### src/rtl/instruction_fetch_stage.sv
// IF stage: owns the PC, drives the instruction memory address, and registers each
// fetched word into the IF/ID pipeline register. Supports stall, redirect and halting.
module instruction_fetch_stage #(
  parameter logic [63:0] RESET_PC  = 64'h0,
  parameter int unsigned MEM_BYTES = 1024,
  parameter logic [31:0] NOP_INSN  = 32'h00000013
) (
  input  logic        clk,
  input  logic        reset,
  input  logic        stall,
  input  logic        redirect_valid,
  input  logic [63:0] redirect_target,
  output logic [63:0] Inst_Address,
  input  logic [31:0] Instruction,
  output logic [63:0] ifid_pc,
  output logic [31:0] ifid_instruction,
  output logic        ifid_valid,
  output logic        halted,
  output logic [31:0] fetch_count
);

  localparam int unsigned XLEN = 64;
  localparam int unsigned ILEN = 32;
  localparam int unsigned CW   = 32;
  localparam logic [XLEN-1:0] MEM_LIMIT = XLEN'(MEM_BYTES);
  localparam logic [XLEN-1:0] PC_STEP   = XLEN'(4);
  localparam logic [XLEN-1:0] ALIGN_MSK = ~XLEN'(3);
  localparam logic [CW-1:0]   COUNT_MAX = '1;

  typedef enum logic [1:0] {ST_IDLE, ST_RUN, ST_HALT} state_t;

  state_t          r_state, w_state_nxt;
  logic [XLEN-1:0] r_pc, w_pc_nxt;
  logic [XLEN-1:0] r_ifid_pc, w_ifid_pc_nxt;
  logic [ILEN-1:0] r_ifid_instruction, w_ifid_instruction_nxt;
  logic            r_ifid_valid, w_ifid_valid_nxt;
  logic            r_halted, w_halted_nxt;
  logic [CW-1:0]   r_fetch_count, w_fetch_count_nxt;
  logic [XLEN-1:0] w_target;
  logic            w_fetch_stop;

  // Range check first so memory data is never consulted past the end of memory.
  always_comb begin
    w_target     = redirect_target & ALIGN_MSK;
    w_fetch_stop = (r_pc >= MEM_LIMIT) || (Instruction == '0);
  end

  always_comb begin
    w_state_nxt            = r_state;
    w_pc_nxt               = r_pc;
    w_ifid_pc_nxt          = r_ifid_pc;
    w_ifid_instruction_nxt = r_ifid_instruction;
    w_ifid_valid_nxt       = r_ifid_valid;
    w_fetch_count_nxt      = r_fetch_count;
    unique case (r_state)
      ST_IDLE: begin
        w_state_nxt      = ST_RUN;
        w_ifid_valid_nxt = 1'b0;
        if (redirect_valid) w_pc_nxt = w_target;
      end
      ST_RUN: begin
        if (redirect_valid) begin
          w_pc_nxt               = w_target;
          w_ifid_instruction_nxt = NOP_INSN;
          w_ifid_valid_nxt       = 1'b0;
        end else if (stall) begin
          w_pc_nxt = r_pc;
        end else if (w_fetch_stop) begin
          w_state_nxt            = ST_HALT;
          w_ifid_instruction_nxt = NOP_INSN;
          w_ifid_valid_nxt       = 1'b0;
        end else begin
          w_ifid_pc_nxt          = r_pc;
          w_ifid_instruction_nxt = Instruction;
          w_ifid_valid_nxt       = 1'b1;
          w_pc_nxt               = r_pc + PC_STEP;
          w_fetch_count_nxt      = (r_fetch_count == COUNT_MAX) ? COUNT_MAX
                                                                : r_fetch_count + CW'(1);
        end
      end
      ST_HALT: begin
        w_ifid_valid_nxt = 1'b0;
        if (redirect_valid) begin
          w_pc_nxt    = w_target;
          w_state_nxt = ST_RUN;
        end
      end
      default: w_state_nxt = ST_IDLE;
    endcase
    w_halted_nxt = (w_state_nxt == ST_HALT);
  end

  always_ff @(posedge clk) begin
    if (reset) begin
      r_state            <= ST_IDLE;
      r_pc               <= RESET_PC;
      r_ifid_pc          <= '0;
      r_ifid_instruction <= NOP_INSN;
      r_ifid_valid       <= 1'b0;
      r_halted           <= 1'b0;
      r_fetch_count      <= '0;
    end else begin
      r_state            <= w_state_nxt;
      r_pc               <= w_pc_nxt;
      r_ifid_pc          <= w_ifid_pc_nxt;
      r_ifid_instruction <= w_ifid_instruction_nxt;
      r_ifid_valid       <= w_ifid_valid_nxt;
      r_halted           <= w_halted_nxt;
      r_fetch_count      <= w_fetch_count_nxt;
    end
  end

  assign Inst_Address     = r_pc;
  assign ifid_pc          = r_ifid_pc;
  assign ifid_instruction = r_ifid_instruction;
  assign ifid_valid       = r_ifid_valid;
  assign halted           = r_halted;
  assign fetch_count      = r_fetch_count;

endmodule

### config.mk
export PLATFORM = sky130hd
export DESIGN_NAME = instruction_fetch_stage
export DESIGN_NICKNAME = d
export VERILOG_FILES = /design/src/rtl/instruction_fetch_stage.sv
export SDC_FILE = /design/constraint.sdc
export NUM_CORES = 1
export LEC_CHECK = 0
export CAP_MARGIN = 20
export CORE_AREA = 3 3 146 148
export CTS_CLUSTER_SIZE = 40
export DETAILED_ROUTE_END_ITERATION = 8
export DIE_AREA = 0 0 149 151
export PLACE_DENSITY = 0.82
export SLEW_MARGIN = 30
export SYNTH_ARGS = -nofsm -noshare
export SYNTH_HDL_FRONTEND = slang
export SYNTH_SLANG_ARGS = --single-unit
### constraint.sdc
create_clock -name clk -period 3.3 [get_ports clk]
set_input_delay 0.66 -clock clk [delete_from_list [all_inputs] [get_ports clk]]
set_output_delay 0.66 -clock clk [all_outputs]
set_load 0.05 [all_outputs]
-- After elaboration in Yosys (flattened, before gate mapping)
Cells that the tools add are included.
- bits of input ports: 100
- flip-flop bits (word level): 196
- logic and storage cells: 48
- mux-type cells: 18
- equal/unequal tests: 8
- order comparisons: 1
- reduce and logical (&&, ||, !) cells: 9
- bitwise logic cells: 3
- add/sub/neg operators: 2
- operators by type and width (cell ; number):
    $mux 64 ; 4
    $mux 32 ; 4
    $pmux 64 s2 ; 1
    $add 64x3->64 const B ; 1
    $ge 64x11->1 const B ; 1
    $add 32x1->32 const B ; 1
    $eq 32x32->1 const B ; 1
    $logic_not 32->1 ; 1
    $mux 2 ; 4
    $reduce_and 4->1 ; 2
    $ne 3x3->1 const B ; 2
    $pmux 2 s3 ; 1
    $eq 2x2->1 const B ; 2
    $ne 2x1->1 const B ; 2
    $reduce_and 2->1 ; 2
    $mux 1 ; 3
    $not 1->1 ; 3
    $eq 2x1->1 const B ; 1
    $logic_not 2->1 ; 1
    $pmux 1 s2 ; 1
    $reduce_bool 2->1 ; 1
    $reduce_or 2->1 ; 1
    $logic_or 1x1->1 ; 1

-- Longest topological paths before layout
- depth in word-level cells: 7
- mapped depth: 9
- gate-level depth less buffers: 7

-- Worst setup path after synthesis
Ideal clock, no wire load.
- path kind: reg-to-reg
- start: reg r_pc[11], in the netlist Inst_Address[11]
- end: reg r_pc[56], in the netlist Inst_Address[56]
- stages on the path, launching flop included: 9
- arrival: 2776 ps
- data required time: 3239 ps
- setup time: 61 ps
- slack: 463 ps
- path buffers: 3
- cells stage by stage: dfxtp_1 or4_1 or4_1 buf_2 or4_1 buf_2 a21oi_4 buf_6 a22o_1
- longest elaborated chain between the ends: 5
- RTL lines (what ; line ; RTL):
    start: declaration ; 33 ; logic [XLEN-1:0] r_pc, w_pc_nxt;
    start signal: assignment ; 104 ; r_pc <= w_pc_nxt;
    $add 64x3->64 ; 76 ; w_pc_nxt = r_pc + PC_STEP;
    $mux 64 ; 68 ; end else if (w_fetch_stop) begin
    $mux 64 ; 66 ; end else if (stall) begin
    $mux 64 ; 62 ; if (redirect_valid) begin
    $pmux 64 s2 ; 55 ; unique case (r_state)
Parallel ways exist; a longest one is shown, timed or not. The select of a mux whose other input is x is not followed.
A chain may end at the register's enable or synchronous reset.

-- Worst setup path in the final report
- start: reg r_pc[52], in the netlist Inst_Address[52]
- end: reg r_pc[20], in the netlist Inst_Address[20]
- longest elaborated chain between the ends: 4
- RTL lines (what ; line ; RTL):
    $ge 64x11->1 ; 45 ; w_fetch_stop = (r_pc >= MEM_LIMIT) || (Instruction == '0);
    $logic_or 1x1->1 ; 45 ;
    $ne 3x3->1 (no source line) ; - ;
    $reduce_and 4->1 (no source line) ; - ;
Every way passes these cells.

==> run metrics <==
VDD IR max=0.320 mV; Core Rows=52; # port buffers=287; maximum clock rate=0.310 GHz; combinational power share=0.129; Internal Power=3.80 mW; Skew-Pair Late Insertion Delay=0.42 ns; Slowest-stage cell, CP=or4_1; Async SR Flop Fraction=0; Least-Margin Pin Slew=0.727 ns; Seq/Total Area, Yosys=0.481; Slew HR=0.511; Tot Pwr=5.22 mW; DP Cell Count=1,432; Worst Hold Class=flop to flop; final std cells w/o fill=1,467; final core utilization=0.585; Vias=8,223; Initial Utilization=0.396; vias in the first global route=7,687; Post-synth EDFFs=0; first-pass GRT wire length=41.6 mm; Routed WL per cell=18.3 um; # Max-Cap Violations=0; final hold viol count=0; warnings from Yosys=0; final worst path period share=0.977; most frequent cells in the layout=clkdlybuf4s50_1, dfxtp_1, nand2_1; IO Pins=294; GRT overflow=0; post-synth cell types=53; final setup fails=0; DR pass1 iterations=5; CTS tree=yes; Critical Path AT=3.53 ns; Synth Flop Type=dfxtp_1; Switch Pwr=1.42 mW; CTS max path bufs=2; CORE AREA=20,200 sq um; sequential fraction of design power=0.467; Critical Path Most Common Cell=buf_4; CTS Root Cell=clkbuf_16; chip width=149 um; hold_buf cts=0; Syn Area/Cell=8.77 sq um; Netlist Area Pre-Place=7990 sq um; Worst Hold Slack=0.458 ns; Setup CP Type=flop to flop; sw frac=0.272; setup ws final=0.0768 ns; Via density=5.61; GPL Wtd Cong=0.869; Syn Inst Count=911; startpoint types=flop; Initial DRC Count=483; synthesized flop and latch total=192; Setup WS pre-CTS=-0.0155 ns; number of buffers created by CTS=17; fin crit period=3.22 ns; worst path cell trace=nor4_1, buf_4, nand4_1, or4_1, or4_1, buf_4, nand2_1, buf_4, a31oi_1; All-Layer GR Usage=0.229; Reg clk slew, reported paths=0.07 ns; largest net degree at the start of global routing=76; H-tree levels=4; count of pins over their slew limit=0; static leakage=4.29 nW; Die Y-Extent=151 um; Post-CTS Resized=1; status=complete, no violations; area grow syn2layout=47.8%; FF-to-FF path depth=9; DRT antenna net count=0; share of total power in the clock network=0.403; DRT Wirelength=26.8 mm; CP Max Fanout=14; DRC Markers=0; Largest stage delay, worst path=0.73 ns; die area=22,500 sq um; WHS Path Cells=2; Post-CTS Setup Bufs=0; CP Capture Type=flop; most common cell after layout, fill and taps aside=clkdlybuf4s50_1; NumNets Final=1,285; layout cells sized above 1=0.0686; initial antenna violation count=2; RSZ-0062 raised after global routing=no; PD cells=442 nW/um^2; worst clock skew=0.0116 ns; Critical Path RT=3.61 ns; CTS Sinks=192; Post-DP HPWL=18.9 mm
## worst max-delay path, delay by kind of cell (launching register included)
kind / cells / cell delay (ns)
flops: 1 / 0.33
buf+inv: 3 / 0.67
compound gates: 1 / 0.08
simple gates: 5 / 2.02
## Yosys cell counts (all sizes together) (16+ instances only)
master / instances / share of area
a22oi: 30 / 0.028
nand3: 36 / 0.023
nand4: 19 / 0.015
dfxtp: 192 / 0.48
nor3: 16 / 0.010
a21oi: 45 / 0.030
nor4: 50 / 0.041
clkbuf: 62 / 0.029
a22o: 38 / 0.042
and3: 62 / 0.049
nor2: 52 / 0.024
xnor2: 26 / 0.029
nand2: 94 / 0.044
o21ai: 55 / 0.034
## stage by stage
stage | area (sq um) | setup TNS [ns]
floorplan | 8000 | 0
global placement | 11200 | 0
detailed placement | 11200 | -0.0583
CTS | 11800 | 0
global route | 11800 | 0
finish | 11800 | 0
## final cells by class
cell class | instances | area (sq um)
antenna | 2 | 5.00
fill | 1777 | 8360
multi-input combinational | 635 | 3820
tap | 270 | 338
inverter | 14 | 52.6
clock buffer | 19 | 443
timing repair buffer | 322 | 3160
clock inverter | 13 | 153
sequential | 192 | 3840
## sequential cells by signal, summed over array words and instances (netlist names)
| signal | count |
|---|---|
| fetch_count | 32 |
| r_state | 2 |
| ifid_valid | 1 |
| ifid_instruction | 32 |
| ifid_pc | 62 |
| halted | 1 |
| Inst_Address | 62 |
## path summary, 6_finish.rpt
check                      to  slack (ns)              from
min                ifid_pc[3]        0.46        ifid_pc[3]
max reg2reg  Inst_Address[20]        0.08  Inst_Address[52]
max          Inst_Address[20]        0.08  Inst_Address[52]
min reg2reg        ifid_pc[3]        0.46        ifid_pc[3]
## cell families after synthesis
family          after synthesis  synth area share
compound gates              223             0.188
buf+inv                      88            0.0467
mux                           3           0.00376
other cells                   1          0.000469
xor+xnor                     26            0.0285
simple gates                375             0.247
flops                       192             0.481
fa+ha+maj                     3           0.00470
## per-layer routing
layer | track usage | share of wire | wire [um]
met1 | 0.299 | 0.41 | 11000
met2 | 0.362 | 0.47 | 12500
met3 | 0.0643 | 0.097 | 2600
met4 | 0.0860 | 0.025 | 678
met5 | 0 | 0.00067 | 18
## power by group through the flow
stage                     sequential [mW]  clock, mW  combinational [mW]
after floorplan                      2.63          0               0.214
after global placement               2.49          0               0.662
after detailed placement             2.49          0               0.668
after CTS                            2.43       2.14               0.675
after global routing                 2.45       2.24               0.713
final                                2.44       2.10               0.675
(Power assumes the default switching activity.)
